<file path="config.mk">
export PLATFORM = sky130hd
export DESIGN_NAME = pipe_skid_stage
export DESIGN_NICKNAME = d
export VERILOG_FILES = /design/src/rtl/pipe_skid_stage.sv
export SDC_FILE = /design/constraint.sdc
export NUM_CORES = 1
export LEC_CHECK = 0
export BUFFER_PORTS_ARGS = -buffer_cell sky130_fd_sc_hd__clkbuf_2
export CAP_MARGIN = 0
export CORE_MARGIN = 3
export CORE_UTILIZATION = 37
export CTS_BUF_LIST = sky130_fd_sc_hd__clkbuf_4 sky130_fd_sc_hd__clkbuf_8 sky130_fd_sc_hd__clkbuf_16
export DETAILED_ROUTE_END_ITERATION = 16
export MAX_ROUTING_LAYER = met4
export PLACE_DENSITY = 0.57
export SETUP_SLACK_MARGIN = 0.15
export SLEW_MARGIN = 20
export SYNTH_ARGS = -nofsm -noshare
export SYNTH_HDL_FRONTEND = slang
export SYNTH_SLANG_ARGS = --single-unit
</file>
<file path="constraint.sdc">
create_clock -name clk_i -period 7.7 [get_ports clk_i]
set_input_delay 0.385 -clock clk_i [delete_from_list [all_inputs] [get_ports clk_i]]
set_output_delay 0.385 -clock clk_i [all_outputs]
set_load 0.02 [all_outputs]
</file>
<file path="src/rtl/pipe_skid_stage.sv">
// Two-entry skid buffer stage: registered output, full throughput, flush and halt control.
// Define PIPE_SKID_STAGE_STATS_EN to build the saturating backpressure (stall) counter.
module pipe_skid_stage #(
   parameter int                DATA_W      = 64,
   parameter logic [DATA_W-1:0] FLUSH_VALUE = '0
) (
   input  logic              clk_i,
   input  logic              rst_i,
   input  logic              flush_i,
   input  logic              halt_i,
   input  logic              in_valid_i,
   input  logic [DATA_W-1:0] in_data_i,
   output logic              in_ready_o,
   output logic              out_valid_o,
   output logic [DATA_W-1:0] out_data_o,
   input  logic              out_ready_i,
   output logic [15:0]       stall_cnt_o
);

   typedef enum logic [1:0] {EMPTY = 2'd0, ONE = 2'd1, FULL = 2'd2} state_t;

   state_t            state;
   state_t            state_nxt;
   logic [DATA_W-1:0] main_p0;
   logic [DATA_W-1:0] skid_p0;
   logic              in_fire;
   logic              out_fire;
   logic              do_flush;
   logic              ld_main;
   logic              ld_skid;
   logic              mv_skid;

   assign in_fire  = in_valid_i & in_ready_o;
   assign out_fire = out_valid_o & out_ready_i;
   assign do_flush = flush_i & ~halt_i;

   always_ff @(posedge clk_i or posedge rst_i) begin
      if (rst_i) state <= EMPTY;
      else       state <= state_nxt;
   end

   // Halt freezes everything; flush overrides any same-cycle transfer.
   always_comb begin
      state_nxt = state;
      ld_main   = 1'b0;
      ld_skid   = 1'b0;
      mv_skid   = 1'b0;
      if (!halt_i) begin
         if (flush_i) begin
            state_nxt = EMPTY;
         end else begin
            case (state)
               EMPTY: begin
                  if (in_fire) begin
                     ld_main   = 1'b1;
                     state_nxt = ONE;
                  end
               end
               ONE: begin
                  if (in_fire && out_fire) begin
                     ld_main = 1'b1;
                  end else if (in_fire) begin
                     ld_skid   = 1'b1;
                     state_nxt = FULL;
                  end else if (out_fire) begin
                     state_nxt = EMPTY;
                  end
               end
               FULL: begin
                  if (out_fire) begin
                     mv_skid   = 1'b1;
                     state_nxt = ONE;
                  end
               end
               default: state_nxt = EMPTY;
            endcase
         end
      end
   end

   always_comb begin
      in_ready_o  = (state != FULL)  & ~halt_i;
      out_valid_o = (state != EMPTY) & ~halt_i;
   end

   // ---- payload registers (p0): main feeds the output directly ----
   always_ff @(posedge clk_i or posedge rst_i) begin
      if (rst_i) begin
         main_p0 <= FLUSH_VALUE;
         skid_p0 <= FLUSH_VALUE;
      end else if (do_flush) begin
         main_p0 <= FLUSH_VALUE;
         skid_p0 <= FLUSH_VALUE;
      end else begin
         if (ld_main)      main_p0 <= in_data_i;
         else if (mv_skid) main_p0 <= skid_p0;
         if (ld_skid)      skid_p0 <= in_data_i;
      end
   end

   assign out_data_o = main_p0;

`ifdef PIPE_SKID_STAGE_STATS_EN
   logic [15:0] stall_cnt;

   function automatic logic [15:0] sat_inc(input logic [15:0] v);
      return (v == 16'hFFFF) ? v : v + 16'd1;
   endfunction

   always_ff @(posedge clk_i or posedge rst_i) begin
      if (rst_i)                           stall_cnt <= 16'd0;
      else if (do_flush)                   stall_cnt <= 16'd0;
      else if (out_valid_o && !out_ready_i) stall_cnt <= sat_inc(stall_cnt);
   end

   assign stall_cnt_o = stall_cnt;
`else
   assign stall_cnt_o = 16'd0;
`endif

endmodule

</file>
After elaboration in Yosys (flattened, before gate mapping)
Index checks and enable logic that the tools add are counted.
- logic and storage cells: 47
- bits in registers: 130
- bits of input ports: 70
- muxes and demuxes: 25
- bitwise logic cells: 6
- reductions and logical operators: 6
- equality and inequality tests: 7
- operators with widths (cell ; count):
    64-bit two-way mux ; 5
    1-bit two-way mux ; 12
    2-bit two-way mux ; 6
    3-bit inequality test, second input constant ; 3
    2-bit case mux with 3 select lines ; 1
    1-bit AND ; 5
    5-bit AND reduction ; 1
    4-bit inequality test, second input constant ; 1
    2-bit nonzero test ; 2
    3-bit nonzero test ; 1
    2-bit by 1-bit equality test with 1-bit output, second input constant ; 1
    2-bit equality test, second input constant ; 1
    2-bit zero test ; 1
    2-bit inequality test, second input constant ; 1
    1-bit case mux with 2 select lines ; 1
    1-bit logical AND ; 1
    1-bit NOT ; 1

Depth between registers and ports, before layout
- depth after elaboration: 10
- gate-level depth with buffers: 7

Worst setup path before layout
No wires, ideal clock.
- path type: register to register
- from: reg state[1]
- to: reg main_p0[60], in the netlist out_data_o[60]
- path slack: 6048 ps
- arrival time: 1573 ps
- stages on the path, launching flop included: 8
- buffers on the path: 3
- setup time: 79 ps
- required time: 7621 ps
- clock period less this slack: 1652 ps
- path through: dfrtp_1 buf_2 or3b_4 nor3b_2 buf_4 buf_6 o22ai_1 o2bb2ai_1
- word-level cells in the longest chain between the ends: 10
- elaborated cells on any way between the ends: 22
- ends and longest elaborated chain (element ; line ; RTL):
    start: declaration ; 22 ; state_t state;
    start signal: assignment ; 39 ; else state <= state_nxt;
    2-bit inequality test / 2-bit nonzero test (equally long branches) ; 82, 83 ;
    1-bit AND (on tied branches) ; 82, 83 ;
    1-bit AND (on tied branches) ; 33, 34 ;
    1-bit logical AND ; 60 ; if (in_fire && out_fire) begin
    1-bit two-way mux ; 60 ;
    1-bit case mux with 2 select lines ; 52 ; case (state)
    1-bit two-way mux ; 49 ; if (flush_i) begin
    1-bit two-way mux ; 48 ; if (!halt_i) begin
    64-bit two-way mux ; 95 ; if (ld_main) main_p0 <= in_data_i;
    64-bit two-way mux ; 91 ; end else if (do_flush) begin
    end signal: assignment ; 95 ;
    end signal: assignment ; 96 ; else if (mv_skid) main_p0 <= skid_p0;
    end: declaration ; 24 ; logic [DATA_W-1:0] main_p0;
Several ways; a longest one is shown, not always the timed one.
A chain may end at the register's enable or synchronous reset.

Final worst setup path
- from: reg state[1]
- to: reg main_p0[1], in the netlist out_data_o[1]
The elaborated chain is that of the path after synthesis.

==> results.cfg <==
[cells_and_area]
sequential_cell_area_um2 = 3250
n_antenna_cell = 0
flow.area_growth_from_synthesis_pct = 26.3
num-nets-final = 601
num-fill-cells = 1292
combined_area_of_the_multi_input_logic_cells_um2 = 1820
layout_commonest_cell = clkbuf_2
drive_gt1_frac = 0.336
mostFrequentLayoutCells = clkbuf_2 (135), dfrtp_1 (130), a22o_1 (64), o2bb2ai_1 (64), o22ai_1 (63)

[sta]
period_utilization = 0.330
slew_violations = 0
hold_ws_ns = 0.0423
grt_setup_unrepaired = false
fin_setup_tns_ns = 0
period_minus_slack_ns = 2.54
skew_ns = 0.00374
max_slew_margin = 0.487
timing_worst_slew_pin_value_ns = 0.769
fmaxAchievable_ghz = 0.393
fin_ws_ns = 5.16
count_of_endpoints_failing_hold_in_the_final_timing_report = 0
timing.final.setup_violations = 0

[synthesis]
syn-mean-instance-area_um2 = 12.9
synth_top_family_by_area = compound AO/OA/AOI/OAI gates
post_synth_mux_area_share = 0.00188
postSynthRegisterBits = 130
synth_top_cell_area_share = 0.611
synthXorXnorAreaFrac = 0.00165
synth_fa_ha_area_frac = 0
seq_area_frac_synth = 0.611
synth-compound-area-share = 0.297
synth.distinct_cells = 28
yosysWarningCount = 0
synthCells = 412
synth_top_area_cell = dfrtp_1
post_synth_and_or_nand_nor_area_fraction = 0.0223
netlist_area_before_placement_um2 = 5320
yosys-top-cells-area = dfrtp_1 (61%), a22o_1 (11%), o2bb2ai_1 (11%)

[critical_path]
cpMaxStageDelayCell = nor3b_4
startpoint_type = register
cp.buffers_inverters = 2
cp_top_family = simple AND/OR/NAND/NOR gates
crit_path_cell_trace = or3b_4, nor3b_4, buf_6, buf_4, o22ai_1, o2bb2ai_1
critical_path.max_fanout = 36
cp_slowest_stage_delay_ns = 0.49
path_class = register to register
crit_arrival_ns = 2.87
critical_path.endpoint_type = register
cp.required_ns = 8.03

[grt]
grtUsageTotal = 0.183
grt_pass1_vias = 4166
met3_track_usage_gr = 0.0475
global_route.usage.met2 = 0.265
grt.overflow.total = 0
grt_start_max_net_pins = 83
met1_usage = 0.257
antenna_found_initial = 0
global_route_wire_length_before_repair_mm = 22.6
grt_most_used_layer = met2

[clock_tree]
clk-insertion-delay-late_ns = 0.41
post_cts.repair.setup_buffers = 0
cts-root-buf = clkbuf_16
ctsHoldBuffers = 0
cts_sinks = 130
maximum_count_of_clock_buffers_along_a_single_path = 2
cts-resized-gates = 0
tritoncts_clock_tree = done
cts_max_level = 4
numCtsBuffers = 17
clk_pin_slew_worst_paths_ns = 0.05

[place]
dp_worst_setup_slack_ns = 4.77
place.gp.congestion = 0.741
port-buffer-count = 135
dpl.hpwl_mm = 8.01

[floorplan]
initial_core_util = 0.381
die_height_um = 126
die_w_um = 126
rows = 43
fp.dieArea_um2 = 15900
core_area_um2 = 14000
number_of_primary_i_o_pins = 152

[hold_path]
timing.hold.worst.class = primary input to async pin

[drt]
routed_wl_mm = 13.9
antenna_violating_nets_post_route = 0
post-route-drc-count = 0
via_per_inst = 5.63
drt_iter0_markers = 273
detailroute.via_count = 4077
wl_per_cell_um = 19.2
drt_pass1_iterations = 4

[power]
static-leakage-power_nw = 3.24
worst_ir_drop_vdd_uv = 143
power.density_nw_per_um2 = 272

[flow_run]
max-cap-violations = 0

[outcome]
result_of_the_run = completed
[cell families (layout without fill, tap and decap cells)]
family          Yosys count  count (layout)
compound gates          201             201
flops                   130             130
buf+inv                  60             177
simple gates             18              18
other cells               1              16
xor+xnor                  1               1
mux                       1               1
[power breakdown]
part           internal, mW  switching (mW)  leakage [nW]
registers             0.716          0.0221          1.80
clock network         0.610           0.286         0.329
logic                0.0661           0.129          1.11
total                  1.39           0.437          3.24
[path summary, 6_finish.rpt]
kind	to	from	slack, ns	cells past startpoint
max	out_data_o[1]$_DFFE_PP0P_	state[1]$_DFFE_PP0P_	5.16	6
min	out_data_o[50]$_DFFE_PP0P_	rst_i	0.04	2
max reg2reg	out_data_o[1]$_DFFE_PP0P_	state[1]$_DFFE_PP0P_	5.16	6
min reg2reg	out_data_o[44]$_DFFE_PP0P_	out_data_o[44]$_DFFE_PP0P_	0.49	1
max in group asynchronous	skid_p0[20]$_DFFE_PP0P_	rst_i	6.52	3
min in group clk_i	skid_p0[15]$_DFFE_PP0P_	in_data_i[15]	0.21	2
[flip-flops by register name (all words and copies together) (netlist names)]
name,count
out_data_o,64
skid_p0,64
state,2
[layer usage]
layer	up-vias	routed length [µm]
met2	173	6390
li1	1832	-
met4	0	119
met3	13	992
met5	-	0
met1	2059	6380
[synth_stat cells]
| library cell | n |
|---|---|
| conb_1 | 1 |
| nor3b_1 | 3 |
| nor2b_1 | 2 |
| o21bai_1 | 2 |
| nor3b_2 | 1 |
| mux2i_1 | 1 |
| xnor2_1 | 1 |
| buf_2 | 9 |
| o22ai_1 | 63 |
| inv_1 | 2 |
| nand2b_1 | 1 |
| o2bb2ai_1 | 64 |
| a21oi_1 | 3 |
| nor3_4 | 1 |
| or3b_4 | 1 |
| buf_6 | 6 |
| a2bb2oi_1 | 1 |
| a21o_1 | 1 |
| a22o_1 | 64 |
| nand2_1 | 4 |
| dfrtp_1 | 130 |
| nor2_1 | 4 |
| o21ai_0 | 2 |
| buf_1 | 7 |
| buf_4 | 18 |
| o31ai_1 | 1 |
| nand3b_1 | 1 |
| clkbuf_1 | 18 |
[through the flow]
stage          area [µm²]  total power [mW]   util  cells
4_1_cts              6690              1.85  0.478    722
2_1_floorplan        5380             0.877      -    427
6_report             6720              1.83  0.480    724
5_1_grt              6720              1.91  0.480    724
3_5_place_dp         6020             0.944  0.431    690
3_3_place_gp         6020             0.941  0.430    690
[final cells by class]
class | instances | area share
clock buffers | 22 | 0.0726
clock inverters | 10 | 0.0264
inverters | 2 | 0.00149
multi-input cells | 237 | 0.270
flip-flops and latches | 130 | 0.484
well taps | 180 | 0.0335
repair buffers | 143 | 0.112
(Power assumes the default switching activity.)
